==> src/rtl/fifo_ptr_pkg.sv <==
// Shared constants for the Hamming(14,10) protected FIFO pointer.
// Data bits are stored inverted so that pointer 0 is not an all-zero codeword.
package fifo_ptr_pkg;

    localparam int unsigned PTR_W = 10;
    localparam int unsigned ENC_W = 14;
    localparam int unsigned ERR_W = 4;
    localparam int unsigned PAR_N = 4;

    localparam logic [ENC_W-1:0] ENC_RST   = 14'h3F74;
    localparam logic [ERR_W-1:0] ERR_FATAL = 4'd15;

    // Codeword positions of pointer bits 0..9.
    localparam int unsigned DATA_POS [PTR_W] = '{2, 4, 5, 6, 8, 9, 10, 11, 12, 13};

    // Parity bit positions and the data bits each one covers (even parity).
    localparam int unsigned PAR_POS [PAR_N] = '{0, 1, 3, 7};
    localparam logic [ENC_W-1:0] PAR_MASK [PAR_N] = '{
        14'h1554,   // 2,4,6,8,10,12
        14'h2664,   // 2,5,6,9,10,13
        14'h3870,   // 4,5,6,11,12,13
        14'h3F00    // 8..13
    };

endpackage

==> src/rtl/ptr_encode.sv <==
// Combinational pointer-to-codeword encoder: inverted data bits plus
// four even-parity bits.
module ptr_encode
    import fifo_ptr_pkg::*;
(
    input  logic [PTR_W-1:0] ptr,
    output logic [ENC_W-1:0] enc
);

    logic [ENC_W-1:0] data_c;

    always_comb begin
        data_c = '0;
        for (int i = 0; i < int'(PTR_W); i++) begin
            data_c[DATA_POS[i]] = ~ptr[i];
        end
        enc = data_c;
        for (int j = 0; j < int'(PAR_N); j++) begin
            enc[PAR_POS[j]] = ^(data_c & PAR_MASK[j]);
        end
    end

endmodule

==> src/rtl/fifo_ptr_enc.sv <==
// Owns one FIFO pointer as a registered Hamming codeword: advance, clear,
// scrub on idle cycles, single-bit error injection and error bookkeeping.
module fifo_ptr_enc
    import fifo_ptr_pkg::*;
#(
    parameter int unsigned DEPTH = 1024,
    parameter int unsigned CNT_W = 8
) (
    input  logic             clk,
    input  logic             rst_n,
    input  logic             inc,
    input  logic             clr,
    input  logic             scrub_en,
    input  logic [PTR_W-1:0] corr_ptr_in,
    input  logic [ERR_W-1:0] err_idx_in,
    input  logic             inj_vld,
    input  logic [ERR_W-1:0] inj_idx,
    output logic [ENC_W-1:0] enc_ptr,
    output logic             wrap,
    output logic             scrub_done,
    output logic [CNT_W-1:0] err_cnt,
    output logic             fatal
);

    localparam logic [PTR_W-1:0] LAST_PTR = PTR_W'(DEPTH - 1);
    localparam logic [CNT_W-1:0] CNT_MAX  = '1;

    logic             err_corr_c;
    logic             scrub_c;
    logic             at_last_c;
    logic             inj_ok_c;
    logic             cnt_ev_c;
    logic             wrap_nxt_c;
    logic [PTR_W-1:0] enc_src_c;
    logic [ENC_W-1:0] enc_new_c;
    logic [ENC_W-1:0] base_c;
    logic [ENC_W-1:0] inj_mask_c;
    logic [ENC_W-1:0] enc_nxt_c;

    // Next-value selection; increments always start from the decoded pointer.
    always_comb begin
        err_corr_c = (err_idx_in != '0) && (err_idx_in != ERR_FATAL);
        scrub_c    = !clr && !inc && scrub_en && err_corr_c;
        at_last_c  = corr_ptr_in >= LAST_PTR;
        inj_ok_c   = inj_vld && !clr && (inj_idx != '0) && (inj_idx != ERR_FATAL);
        cnt_ev_c   = !clr && err_corr_c && (inc || scrub_en);

        enc_src_c  = corr_ptr_in;
        wrap_nxt_c = wrap;
        if (clr) begin
            enc_src_c  = '0;
            wrap_nxt_c = 1'b0;
        end else if (inc) begin
            enc_src_c  = at_last_c ? '0 : corr_ptr_in + PTR_W'(1);
            wrap_nxt_c = wrap ^ at_last_c;
        end

        base_c     = (clr || inc || scrub_c) ? enc_new_c : enc_ptr;
        inj_mask_c = inj_ok_c ? (ENC_W'(1) << (inj_idx - ERR_W'(1))) : '0;
        enc_nxt_c  = base_c ^ inj_mask_c;
    end

    ptr_encode u_encode (
        .ptr (enc_src_c),
        .enc (enc_new_c)
    );

    always_ff @(posedge clk or negedge rst_n) begin
        if (!rst_n) begin
            enc_ptr    <= ENC_RST;
            wrap       <= 1'b0;
            scrub_done <= 1'b0;
            err_cnt    <= '0;
            fatal      <= 1'b0;
        end else begin
            enc_ptr    <= enc_nxt_c;
            wrap       <= wrap_nxt_c;
            scrub_done <= scrub_c;
            if (cnt_ev_c && (err_cnt != CNT_MAX)) begin
                err_cnt <= err_cnt + CNT_W'(1);
            end
            if (err_idx_in == ERR_FATAL) begin
                fatal <= 1'b1;
            end
        end
    end

endmodule

==> config.mk <==
export PLATFORM = sky130hd
export DESIGN_NAME = fifo_ptr_enc
export DESIGN_NICKNAME = d
export VERILOG_FILES = /design/src/rtl/fifo_ptr_pkg.sv /design/src/rtl/ptr_encode.sv /design/src/rtl/fifo_ptr_enc.sv
export SDC_FILE = /design/constraint.sdc
export NUM_CORES = 1
export LEC_CHECK = 0
export CAP_MARGIN = 25
export CORE_ASPECT_RATIO = 2
export CORE_MARGIN = 3
export CORE_UTILIZATION = 40
export DETAILED_ROUTE_END_ITERATION = 10
export PLACE_DENSITY_LB_ADDON = 0.3
export SYNTH_ARGS = -nofsm -noshare
export SYNTH_HDL_FRONTEND = slang
export SYNTH_SLANG_ARGS = --single-unit
==> constraint.sdc <==
create_clock -name clk -period 2.9 [get_ports clk]
set_clock_uncertainty 0.15 [all_clocks]
set_input_delay 0.58 -clock clk [delete_from_list [all_inputs] [get_ports clk]]
set_output_delay 0.58 -clock clk [all_outputs]
set_load 0.01 [all_outputs]
* Yosys cells after proc, flatten, opt, wreduce, memory -nomap -nowiden
Cells that the tools add are included. W data, S select, Z words.
Operators by class: add/subtract/negate cells 3, magnitude comparators 1, equal/unequal tests 4, shift-type cells 1, muxes and demuxes 7, bitwise logic cells 12, reductions and logical operators 22
Operators with widths (number):
- $reduce_xor A14 Y1 | 4
- $mux W10 | 3
- $mux W14 | 2
- $shl A1 B4 Y14 const A | 1
- $xor A14 B14 Y14 | 1
- $add A10 B1 Y10 const B | 1
- $ge A10 B10 Y1 const B | 1
- $logic_and A1 B1 Y1 | 10
- $not A1 Y1 | 10
- $add A8 B1 Y8 const B | 1
- $ne A4 B4 Y1 const B | 2
- $ne A8 B8 Y1 const B | 1
- $reduce_bool A4 Y1 | 2
- $eq A4 B4 Y1 const B | 1
- $sub A4 B1 Y4 const B | 1
- $logic_or A1 B1 Y1 | 3
- $logic_not A1 Y1 | 2
- $mux W1 | 2
- $reduce_bool A2 Y1 | 1
- $xor A1 B1 Y1 | 1
Storage, ports and cells: bits in registers 25, bits of input ports 24, output and inout bits 25, logic and storage cells 55

* Logic depth before layout (Yosys ltp)
Gate-level depths: netlist of run 1.
depth after elaboration 8, gate-level depth with buffers 9, mapped depth without buffers 8

* By module
From an unflattened synthesis of run 1, not the netlist that was laid out.
Second synthesis, totals: cells, all modules 171, area total of the unflattened synthesis 1731.7 um2
By module, submodules not included:
- fifo_ptr_enc | instances 1, cells each 150, area each 1521.5 um2, sequential area each 638.1 um2
- ptr_encode | instances 1, cells each 21, area each 210.2 um2, sequential area each 0.0 um2

* Least setup slack after synthesis of run 1
Ideal clock, no wire load.
path kind input port to flip-flop, start input corr_ptr_in[0], end register enc_ptr[7], setup time 0.133 ns, arrival time 2.320 ns, data required time 2.617 ns, setup slack 0.297 ns, cell stages on the path 8, path buffers 1, cells stage by stage ha_1 and4_1 buf_2 xnor2_4 xnor3_1 mux2_4 a222oi_1 nor3_1
On the way: cells in the longest elaborated chain, start to end 8, elaborated cells on any way between the ends 14
Ends and longest elaborated chain:
- start, declared | line fifo_ptr_enc.sv:14 | input logic [PTR_W-1:0] corr_ptr_in,
- $add A10 B1 Y10 or $ge A10 B10 Y1 (tied branches) | line fifo_ptr_enc.sv:54, fifo_ptr_enc.sv:44
- $mux W10 * | line fifo_ptr_enc.sv:54 | enc_src_c = at_last_c ? '0 : corr_ptr_in + PTR_W'(1);
- $mux W10 * | line fifo_ptr_enc.sv:53 | end else if (inc) begin
- $mux W10 * | line fifo_ptr_enc.sv:50 | if (clr) begin
- $not A1 Y1 | line ptr_encode.sv:15 | data_c[DATA_POS[i]] = ~ptr[i];
- $reduce_xor A14 Y1 * | line ptr_encode.sv:19 | enc[PAR_POS[j]] = ^(data_c & PAR_MASK[j]);
- $mux W14 * | line fifo_ptr_enc.sv:58 | base_c = (clr || inc || scrub_c) ? enc_new_c : enc_ptr;
- $xor A14 B14 Y14 * | line fifo_ptr_enc.sv:60 | enc_nxt_c = base_c ^ inj_mask_c;
- named net enc_nxt_c[7] | line fifo_ptr_enc.sv:38 | logic [ENC_W-1:0] enc_nxt_c;
- end signal, assigned | line fifo_ptr_enc.sv:76 | enc_ptr <= enc_nxt_c;
- end, declared | line fifo_ptr_enc.sv:18 | output logic [ENC_W-1:0] enc_ptr,
The timed path passes the listed nets; every way through them passes the cells marked *. A chain may end at the register's enable or synchronous reset.

* Worst setup path in the final report of run 1
start input corr_ptr_in[3], end register enc_ptr[7]
The elaborated chain is that of the path after synthesis.

==> summary.md, run 1 <==
| Metric | Value |
|---|---|
| Status | `finished with violations` |
| Failing checks | `setup timing` |
| R2R Setup Slk | `between 1 and 1.5 ns` |
| Antenna-violating nets left | `0` |
| Post-DP HPWL | `4.97 mm` |
| Top Ports | `slightly below 50` |
| Top routing layer in use | `met4` |
| Yosys top cell by area | `dfrtp_1` |
| First-pass GRT wire length | `a little over 10 mm` |
| Initial antenna violation count | `0` |
| Total chip power | `around 1.2 mW` |
| Synth Area in Simple Gates | `0.266` |
| Hold Startpoint | `fatal` |
| Final worst-path cycle share | `1.01` |
| Vias/cell | `about 5.6` |
| Num CTS Buffers | `3` |
| Top_reg_cell synth | `dfrtp_1` |
| Post-synthesis adder-cell area fraction | `0.0122` |
| Post-synth EDFFs | `0` |
| Vias in the first global route | `2107` |
| Worst Hold End | `fatal` |
| Pwr Density | `411 nW/um^2` |
| P_leak | `1.21 nW` |
| Worst Slack Setup Final | `-0.0289 ns` |
| Post-layout util | `0.612` |
| Data arrival, critical path | `2.92 ns` |
| CP required | `2.89 ns` |
| H-tree lvl count | `1` |
| Clk buf depth | `2` |
| Final hold vios | `0` |
| Worst-Skew Late Latency | `about 0.27 ns` |
| #FFs+latches synth | `25` |
| Finished Layout Cells | `373` |
| Clock sink count | `25` |
| Top cells by count, synth | `nand2_1, xnor2_1, dfrtp_1` |
| Final #Nets | `343` |
| Area grow syn2layout | `45.9%` |
| Largest net degree at the start of global routing | `26` |
| DR vias | `between 2000 and 2500` |
| Met1 WL | `2.21 mm` |
| # setup viols final | `1` |
| Dpl cells | `approximately 370` |
| Initial Util | `0.419` |
| Distinct cell type count after synthesis | `56` |
| Synth area leaders | `dfrtp_1, dfstp_2, xnor2_1` |
| Total negative slack | `-0.0289 ns` |
| Asr flop ratio synth | `1.00` |
| DRT iter0 DRCs | `42` |
| Final RePlAce weighted congestion | `0.939` |
| CP max FO | `5` |
| Syn Nets | `253` |
| Worst slew pin tran | `0.497 ns` |
| Number of port buffers | `48` |
| Crit Path Class | `input pin to flop` |
| Endpoint type of the worst setup path | `flop` |
| Relative slew margins | `0.666` |
| DP Worst Slack | `-0.395 ns` |
| Worst Hold Depth | `1` |
| Worst r2r dst | `err_cnt[1]` |
| Share of Yosys cell area claimed by the top area cell type | `0.182` |
| Synthesized area | `2060 um^2` |
| Post-synthesis area per instance | `about 9 um^2` |
| Reg2Reg Launch Point | `err_cnt[2]` |
| Hold Crit Class | `flop to flop` |
| Wire per inst | `16.5 um` |
| Clk pin slew, worst setup/hold paths | `0.08 ns` |
| Final Max Tran Viols | `0` |
| Synth Area in XOR/XNOR | `0.182` |
| Ant. Diodes | `0` |
| Maxcap violations | `0` |
| CTS tree | `built` |
| FILL cells | `~430` |
| Layout cells sized above 1 | `0.250` |
| Met3 WL | `230 um` |
| Die height | `107 um` |
| Largest family of logic cells by synthesized area | `simple AND/OR/NAND/NOR gates` |
| Row Count | `36` |
| Startpoint types | `input pin` |
| Achievable frequency | `about 340 MHz` |
| Drc violations | `0` |
| GRT Util Overall | `0.211` |
| Die Area | `between 6000 and 7000 um^2` |
| Routed WL | `slightly above 6 mm` |
| Core area | `4910 um^2` |
| Min Tclk post-route | `around 2.9 ns` |
| WL met2 | `roughly 3.5 mm` |
| Global route overflow | `0` |
| Peak supply drop | `0.586 mV` |
| Post-cts hold buffer count | `0` |
| RSZ-0062 raised after global routing | `yes` |
| Yosys warning total | `0` |
| Die Span X | `56.7 um` |
| Gate count after technology mapping | `227` |
| Synth Area in Compound Gates | `0.150` |
| Post-synthesis mux area share | `0.0480` |
| Total iterations of the first detailed-routing run | `5` |
| Worst Reg-to-Reg Cells | `5` |
| Register area share after synthesis | `0.310` |
| Root Buffer | `clkbuf_8` |
## final cells by class
cell class | count | area [um^2] | share of cell area
multi-input combinational | 190 | 1410 | 0.469
sequential | 25 | 638 | 0.212
clock buffer | 4 | 45.0 | 0.0150
tap | 57 | 71.3 | 0.0237
inverter | 3 | 11.3 | 0.00375
timing repair buffer | 94 | 831 | 0.276
## report_power, final
group	leakage (nW)	switching (mW)	internal, mW
clock	0.0228	0.108	0.0983
sequential	0.293	0.0616	0.423
combinational	0.893	0.239	0.304
total	1.21	0.408	0.826
## sequential cells by signal (all words and copies together), names as in the netlist
register and flops:
enc_ptr 14, scrub_done 1, err_cnt 8, fatal 1, wrap 1
## worst max path at each step
stage / cells past startpoint / from / to
floorplan: 8 / corr_ptr_in[0] / enc_ptr[7]
global placement: 8 / corr_ptr_in[0] / enc_ptr[7]
detailed placement: 8 / corr_ptr_in[0] / enc_ptr[7]
CTS: 10 / corr_ptr_in[0] / enc_ptr[7]
global route: 9 / corr_ptr_in[3] / enc_ptr[7]
finish: 9 / corr_ptr_in[3] / enc_ptr[7]
## through the flow
stage | instance area (um^2) | hold WS [ns]
2_1_floorplan | 2060 | 0.134
3_3_place_gp | 2890 | 0.302
3_5_place_dp | 2890 | 0.307
4_1_cts | 2940 | 0.328
5_1_grt | 3010 | 0.375
6_report | 3010 | 0.328
## cell usage in the layout (no fill, tap or decap), types with 3 or more instances in the layout
master,synthesis,routed
and4_1,4,3
a31oi_1,5,5
clkdlybuf4s50_1,0,46
xnor2_1,24,24
buf_4,5,46
nor3b_1,3,3
o21ai_0,7,6
mux2i_1,5,5
dfstp_2,10,10
dfrtp_1,15,15
nand2b_1,5,5
nor4_1,5,4
nand3_1,7,6
nor3_2,0,3
inv_1,3,3
nand4_1,14,14
xor2_1,13,13
nor2_1,14,13
clkbuf_8,0,3
o22ai_1,4,4
nand2_1,24,24
and3_1,5,5
## worst max-delay path: stages
cell and delay (ns):
clkdlybuf4s50_1 0.57, nand2_1 0.11, buf_4 0.14, nor4_1 0.33, buf_4 0.22, o21bai_1 0.07
a221o_1 0.35, a222oi_1 0.44, nor3_2 0.10
## cell families after synthesis
family / after synthesis
AO/OA/AOI/OAI: 41
XOR/XNOR: 39
adder cells (fa/ha/maj): 2
buffers and inverters: 12
flip-flops: 25
multiplexers: 8
AND/OR/NAND/NOR: 100
## timing repair
item | 4_1_cts | 5_1_grt
setup buffers | 0 | 1
pin swaps | 0 | 2
gates resized for setup | 3 | 12
endpoints found under the setup margin | 2 | 3
## metal layers
layer | up-vias | track usage
met3 | 19 | 0.0180
met2 | 61 | 0.394
met5 | - | 0
met1 | 999 | 0.229
li1 | 1017 | -
met4 | 0 | 0.109
(Power assumes the default switching activity.)
==> run 2, diff against run 1 <==
TNS_END_PERCENT = 10   (was default)
==> results of run 2 <==
Final layout, timing and power as in run 1 (identical DEF).
